===== config.mk =====
export PLATFORM = sky130hd
export DESIGN_NAME = firebird7_in_gate1_tessent_data_tdr_w19
export DESIGN_NICKNAME = d
export VERILOG_FILES = /design/src/rtl/firebird7_in_gate1_tessent_data_tdr_w19.sv
export SDC_FILE = /design/constraint.sdc
export NUM_CORES = 1
export LEC_CHECK = 0
export CAP_MARGIN = 20
export CORE_ASPECT_RATIO = 0.5
export CORE_MARGIN = 5
export CORE_UTILIZATION = 30
export DETAILED_ROUTE_END_ITERATION = 16
export GPL_TIMING_DRIVEN = 0
export PLACE_DENSITY = 0.61
export SETUP_SLACK_MARGIN = 0.4
export SYNTH_ARGS = -nofsm -noshare
export SYNTH_HDL_FRONTEND = slang
export SYNTH_SLANG_ARGS = --single-unit

===== constraint.sdc =====
create_clock -name ijtag_tck -period 2 [get_ports ijtag_tck]
set_input_delay 0.5 -clock ijtag_tck [delete_from_list [all_inputs] [get_ports ijtag_tck]]
set_output_delay 0.5 -clock ijtag_tck [all_outputs]
set_load 0.1 [all_outputs]

===== src/rtl/firebird7_in_gate1_tessent_data_tdr_w19.sv =====
// IJTAG data TDR driving a downstream functional/ijtag mux.
// The top bit of the chain is the mux select; the lower WIDTH bits are the ijtag data.
module firebird7_in_gate1_tessent_data_tdr_w19 #(
  parameter  int WIDTH = 19,
  localparam int LEN   = WIDTH + 1
) (
  input  logic             ijtag_tck,
  input  logic             ijtag_reset,
  input  logic             ijtag_sel,
  input  logic             ijtag_ce,
  input  logic             ijtag_se,
  input  logic             ijtag_ue,
  input  logic             ijtag_si,
  output logic             ijtag_so,
  input  logic [WIDTH-1:0] observe_data_in,
  output logic             ijtag_select,
  output logic [WIDTH-1:0] ijtag_data_out
);

  logic [LEN-1:0] shift_reg_r;
  logic [LEN-1:0] update_reg_r;
  logic [LEN-1:0] shift_next_s;
  logic [LEN-1:0] update_next_s;

  // Shift-register next state: capture wins over shift when both are requested.
  always_comb begin
    shift_next_s = shift_reg_r;
    if (ijtag_sel && ijtag_ce) begin
      shift_next_s = {update_reg_r[WIDTH], observe_data_in};
    end else if (ijtag_sel && ijtag_se) begin
      shift_next_s = {ijtag_si, shift_reg_r[LEN-1:1]};
    end else begin
      shift_next_s = shift_reg_r;
    end
  end

  // Update-register next state: samples the pre-edge chain contents.
  always_comb begin
    update_next_s = update_reg_r;
    if (ijtag_sel && ijtag_ue) begin
      update_next_s = shift_reg_r;
    end else begin
      update_next_s = update_reg_r;
    end
  end

  // State registers with synchronous reset taking priority over all operations.
  always_ff @(posedge ijtag_tck) begin
    if (ijtag_reset) begin
      shift_reg_r  <= {LEN{1'b0}};
      update_reg_r <= {LEN{1'b0}};
    end else begin
      shift_reg_r  <= shift_next_s;
      update_reg_r <= update_next_s;
    end
  end

  assign ijtag_so       = shift_reg_r[0];
  assign ijtag_select   = update_reg_r[WIDTH];
  assign ijtag_data_out = update_reg_r[WIDTH-1:0];

endmodule

==> flow_summary_export.csv, run 1 <==
group,metric,value,unit
logic_synthesis,yosysTopAreaCellShare,49.5,%
finish,antennaDiodeCount,0,
routing,dr.pass1.iters,4,
worst_setup_path,critical_path.max_fanout,2,
sta,finalSetupTns,0,ps
place,place_area,2140,µm²
die,rows,18,
clock_tree,clk_pin_slew,80,ps
sta,clock_skew,6.18,ps
logic_synthesis,syn_nets,227,
clock_tree,cts_tree,"yes",
die,dieArea,7050,µm²
place,port_buffers,44,
worst_setup_path,cpLargestDelayFamily,"buffers and inverters",
job,cap_violations,0,
clock_tree,cts_buffer_depth,2,
die,start_util,31.9,%
grt,overflow,0,
logic_synthesis,netlist_instances,201,
die,io_pins,47,
grt,first_global_vias,1410,
worst_setup_path,crit_required,1500,ps
worst_setup_path,cp_num_buf_inv,1,
clock_tree,htreeDepth,2,
power_and_ir_drop,totalPowerFinal,1.85,mW
logic_synthesis,synth_seq_cells,40,
sta,setup_viol,0,
routing,viasPerCell,4.56,
routing,drc,0,
worst_setup_path,cp.depth,1,
logic_synthesis,postSynthAreaPerCell,8.04,µm²
worst_setup_path,reg2reg_depth,2,
worst_hold_path,hold_depth,2,
place,place.gp.congestion,0.753,
grt,grt_antenna_before_repair,0,
power_and_ir_drop,p_per_area,840,nW/µm²
sta,timing.final.crit_share,78.1,%
finish,final_area,2200,µm²
worst_setup_path,endpoint_kind,"output pin",
worst_setup_path,cp-start-kind,"flop",
routing,wire_per_inst,12.4,µm
worst_hold_path,min_path_type,"flop to flop",
worst_setup_path,max_stage_delay,430,ps
sta,rsz0062_at_grt,"no",
logic_synthesis,yosysWarnings,0,
clock_tree,cts_root_buf,"clkbuf_8",
routing,num_vias,1486,
routing,antenna_left,0,
die,die_width,114,µm
clock_tree,clock_sinks,40,
die,die-height,61.9,µm
routing,drt_iter0_drc,68,
logic_synthesis,synthDistinctLibCells,16,
worst_setup_path,slowest_stage,"buf_2",
clock_tree,ctsHoldBuffers,0,
power_and_ir_drop,power_leakage,0.913,nW
grt,grt_max_degree,13,
sta,hold-worst-slack,451,ps
worst_setup_path,path_cells,"buf_2",
routing,routed_wl,4040,µm
die,coreArea,5070,µm²
sta,min_period,1560,ps
grt,grt_use_total,12.1,%
finish,fin_nets,281,
sta,hold_viol_final,0,
finish,synthToLayoutAreaGrowth,35.9,%
logic_synthesis,ys_seq_area_share,49.5,%
finish,drive_gt1_share,20.7,%
place,place_hpwl,2880,µm
clock_tree,clkLatencyLatePin,290,ps
sta,maxSlewViolCount,0,
power_and_ir_drop,irDropWorstVdd,0.000334,V
sta,worst_slack,438,ps
grt,grt_pass1_wl,6590,µm
worst_setup_path,cp.arrival,1060,ps
logic_synthesis,yosys.area.top_type,"dfxtp_1",
logic_synthesis,synth.cell_area,1620,µm²
outcome,status,"complete, no violations",
sta,worstMarginPinSlew,667,ps
sta,max_freq,640,MHz
place,dp_slack,6.35,ps
clock_tree,cts_inserted_buffers,5,
worst_setup_path,criticalPathCategory,"flop to output pin",
sta,max_slew_margin,55.5,%
logic_synthesis,yosys-top-cells-area,"dfxtp_1 50%, nor2_1 14%, nand2_1 10%, nor4_2 7.7%, a21oi_1 6.2%",
## per-stage QoR
| stage | util (%) | cells |
|---|---|---|
| 2_1_floorplan | - | 201 |
| 3_3_place_gp | 42.3 | 315 |
| 3_5_place_dp | 42.3 | 315 |
| 4_1_cts | 42.4 | 323 |
| 5_1_grt | 43.4 | 326 |
| 6_report | 43.4 | 326 |
## flip-flops by register name, indices dropped and copies added, names as in the netlist
| signal | cells |
|---|---|
| shift_reg_r | 20 |
| update_reg_r | 20 |
## worst paths after layout
| kind | startpoint | to | slack (ps) |
|---|---|---|---|
| setup / recovery | update_reg_r[9] | ijtag_data_out[9] | 440 |
| hold / removal | update_reg_r[0] | update_reg_r[0] | 450 |
| setup reg to reg | shift_reg_r[19] | shift_reg_r[19] | 1040 |
| hold reg to reg | update_reg_r[0] | update_reg_r[0] | 450 |
## placed cells by master (no fill, tap or decap), drive strengths merged
cell | netlist | layout
nor4 | 19 | 19
inv | 1 | 1
a2111oi | 1 | 1
bufinv | 0 | 1
nand3b | 1 | 1
buf | 10 | 25
a21oi | 20 | 20
nand2 | 43 | 43
clkdlybuf4s50 | 0 | 22
clkinv | 0 | 1
dfxtp | 40 | 40
nor2 | 59 | 59
o22ai | 1 | 1
o21a | 1 | 1
dlymetal6s2s | 0 | 1
and2 | 1 | 1
clkbuf | 4 | 19
## routing by layer
metal,track usage (%),vias up,routed length (µm)
met5,0,-,0
met3,3.19,8,179
met1,15.7,683,1950
met4,5.58,0,65
met2,19.5,31,1840
li1,-,764,-
## cells by family (layout without fill, tap and decap cells)
| family | count (synthesis) | count (layout) | share of synthesized area, % |
|---|---|---|---|
| DFF | 40 | 40 | 49.5 |
| buffers and inverters | 15 | 70 | 5.96 |
| AOI/OAI and AO/OA | 23 | 23 | 7.97 |
| and+or+nand+nor | 123 | 123 | 36.5 |
## cell type report
| cell class | instances | area (µm²) |
|---|---|---|
| tap | 70 | 87.6 |
| sequential | 40 | 801 |
| timing repair buffer | 47 | 385 |
| fill | 509 | 2870 |
| clock buffer | 6 | 72.6 |
| multi-input combinational | 146 | 719 |
| buffer | 14 | 92.6 |
| clock inverter | 2 | 35.0 |
| inverter | 1 | 3.75 |
## cell usage after synthesis
cell type / count
inv_1: 1
a2111oi_2: 1
a21oi_1: 20
nor4_1: 9
nand3b_4: 1
dfxtp_1: 40
buf_6: 4
buf_2: 5
o21a_1: 1
nand2_1: 43
and2_1: 1
buf_4: 1
clkbuf_1: 4
nor4_2: 10
o22ai_1: 1
nor2_1: 59
## power breakdown
part / internal, mW / switching [mW] / leakage (nW)
clock network: 0.370 / 0.286 / 0.0552
logic: 0.113 / 0.204 / 0.530
registers: 0.840 / 0.0322 / 0.328
## what timing repair did
item / CTS / global route
gates resized for setup: 106 / 10
setup buffers: 0 / 3
gates cloned: 0 / 0
setup endpoints to repair: 21 / 11
Note: power is estimated with default switching activity, not from simulation.
==> run 2, diff against run 1 <==
==> constraint.sdc (replaced) <==
create_clock -name ijtag_tck -period 1.6 [get_ports ijtag_tck]
set_input_delay 0.4 -clock ijtag_tck [delete_from_list [all_inputs] [get_ports ijtag_tck]]
set_output_delay 0.4 -clock ijtag_tck [all_outputs]
set_load 0.1 [all_outputs]
==> run 2 against run 1 <==
Effect of this change:
- utilization rose by 8.3 points
- critical endpoint is now ijtag_select
- flip-flop and latch count unchanged
- clock-buffer cell count did not move
- power rose by 22%
- clock power is 3.8% higher
- first-iteration DRC count down 12%
- register-to-register slack got worse by 360 ps
- largest power group unchanged
- non-clock buffer count rose by 6
- cell count up 1.8%
- critical path depth stayed put
- worst setup slack got worse by 68 ps
- die area is the same
==> flow_summary_export.csv, run 2 (synthesized netlist as in run 1, its figures left out) <==
group,metric,value,unit
worst_setup_path,endpoint_kind,"output pin",
worst_setup_path,cp_num_buf_inv,1,
worst_setup_path,max_stage_delay,370,ps
sta,worstMarginPinSlew,705,ps
finish,fin_cells,332,
power_and_ir_drop,swShare,29.0,%
routing,drc,0,
sta,max_slew_margin,53.0,%
clock_tree,clock_sinks,40,
routing,viasPerCell,4.53,
place,port_buffers,44,
die,rows,18,
place,place.gp.congestion,0.716,
clock_tree,cts_buffer_depth,2,
die,die_width,114,µm
clock_tree,cts_inserted_buffers,5,
finish,reg.largest.list,"shift_reg_r (20), update_reg_r (20)",
grt,first_global_vias,1373,
sta,setup_viol,0,
worst_setup_path,slowest_stage,"dfxtp_4",
sta,hold_viol_final,0,
outcome,status,"complete, no violations",
power_and_ir_drop,power_leakage,1.03,nW
routing,dr.pass1.iters,4,
routing,wire_per_inst,12.4,µm
worst_setup_path,cp-startpoint,"update_reg_r[19]",
routing,antenna_left,0,
power_and_ir_drop,totalPowerFinal,2.26,mW
worst_setup_path,cp-start-kind,"flop",
die,coreArea,5070,µm²
clock_tree,clkLatencyLatePin,290,ps
worst_setup_path,path_cells,"buf_12",
sta,maxSlewViolCount,0,
die,start_util,31.9,%
job,cap_violations,0,
power_and_ir_drop,power_frac_clock,30.2,%
power_and_ir_drop,internal_power,1.60,mW
worst_setup_path,crit_required,1200,ps
routing,routed_wl,4110,µm
sta,rsz0062_at_grt,"yes",
clock_tree,ctsHoldBuffers,0,
die,io_pins,47,
worst_setup_path,timing.rr.start,"shift_reg_r[19]",
finish,final_common_cell,"nor2_1",
clock_tree,clk_pin_slew,70,ps
power_and_ir_drop,irDropWorstVdd,0.000376,V
power_and_ir_drop,p_comb_share,20.9,%
die,die-height,61.9,µm
worst_setup_path,cpLargestDelayFamily,"flip-flops",
grt,overflow,0,
grt,grt_use_total,11.8,%
finish,drive_gt1_share,36.3,%
worst_setup_path,criticalPathCategory,"flop to output pin",
finish,fin_nets,287,
finish,synthToLayoutAreaGrowth,61.9,%
clock_tree,cts_root_buf,"clkbuf_8",
worst_setup_path,cp.arrival,830,ps
worst_setup_path,critical_path.max_fanout,3,
sta,max_freq,813,MHz
worst_hold_path,min_from,"ijtag_sel",
sta,timing.final.crit_share,76.9,%
routing,num_vias,1505,
place,placed_cells,315,
grt,grt_max_degree,13,
sta,min_period,1230,ps
grt,grt_antenna_before_repair,0,
finish,fill_cells,467,
routing,drt_iter0_drc,60,
sta,clock_skew,7.28,ps
worst_hold_path,min_path_type,"input pin to flop",
place,place_hpwl,2990,µm
die,dieArea,7050,µm²
power_and_ir_drop,seq_power_share,48.9,%
grt,grt_pass1_wl,6400,µm
power_and_ir_drop,power.net_switching,0.654,mW
clock_tree,cts_tree,"yes",
finish,mostFrequentLayoutCells,"50 x nor2_1, 43 x nand2_1, 22 x buf_12, 21 x clkdlybuf4s50_1",
finish,antennaDiodeCount,0,
clock_tree,htreeDepth,2,
power_and_ir_drop,p_per_area,862,nW/µm²
-- run 2: path summary, 6_finish.rpt --
kind,depth (start not counted),slack [ps],to
hold / removal,3,460,shift_reg_r[19]
hold reg to reg,2,470,update_reg_r[1]
setup / recovery,1,370,ijtag_select
setup reg to reg,2,680,shift_reg_r[19]
-- run 2: tightest hold or removal path, delay by kind of cell --
kind / cells / cell delay [ps]
buf+inv: 1 / 110
compound gates: 1 / 60
simple gates: 1 / 120
-- run 2: timing repair --
item,4_1_cts,5_1_grt
setup endpoints to repair,60,50
resized for setup,191,23
pin swaps,0,0
setup buffers,4,5
endpoints found under the hold margin,0,0
-- run 2: cell type report --
cell class	count	area [µm²]	area share, %
plain buffers	14	110	4.21
inverters	1	3.75	0.143
clock inverters	2	10.0	0.382
multi-input cells	146	762	29.1
flip-flops and latches	40	832	31.8
repair buffers	53	729	27.9
well taps	70	87.6	3.35
clock buffers	6	82.6	3.15
-- run 2: power groups by stage --
stage                     Sequential, mW  Combinational [mW]  Clock (mW)
after floorplan                     1.23               0.155           0
after global placement              1.12               0.401           0
after detailed placement            1.12               0.406           0
after CTS                           1.10               0.453       0.712
after global routing                1.11               0.504       0.743
final                               1.10               0.471       0.682
-- run 2: layer usage --
metal	wire length, µm	GRT usage (%)	up-vias
met2	1970	19.2	27
met4	44	4.57	0
met3	190	3.00	7
li1	-	-	776
met5	0	0	-
met1	1900	15.3	695
-- run 2: through the flow --
| step | TNS [ps] | setup WS, ps | util [%] | hold slack [ps] | instance area [µm²] |
|---|---|---|---|---|---|
| final | 0 | 370 | 51.7 | 459 | 2620 |
| after floorplan | 0 | 449 | - | 438 | 1640 |
| after detailed placement | -6120 | -267 | 42.8 | 445 | 2170 |
| after CTS | 0 | 255 | 49.5 | 450 | 2510 |
| after global placement | -5850 | -263 | 42.8 | 442 | 2170 |
| after global routing | 0 | 339 | 51.7 | 480 | 2620 |
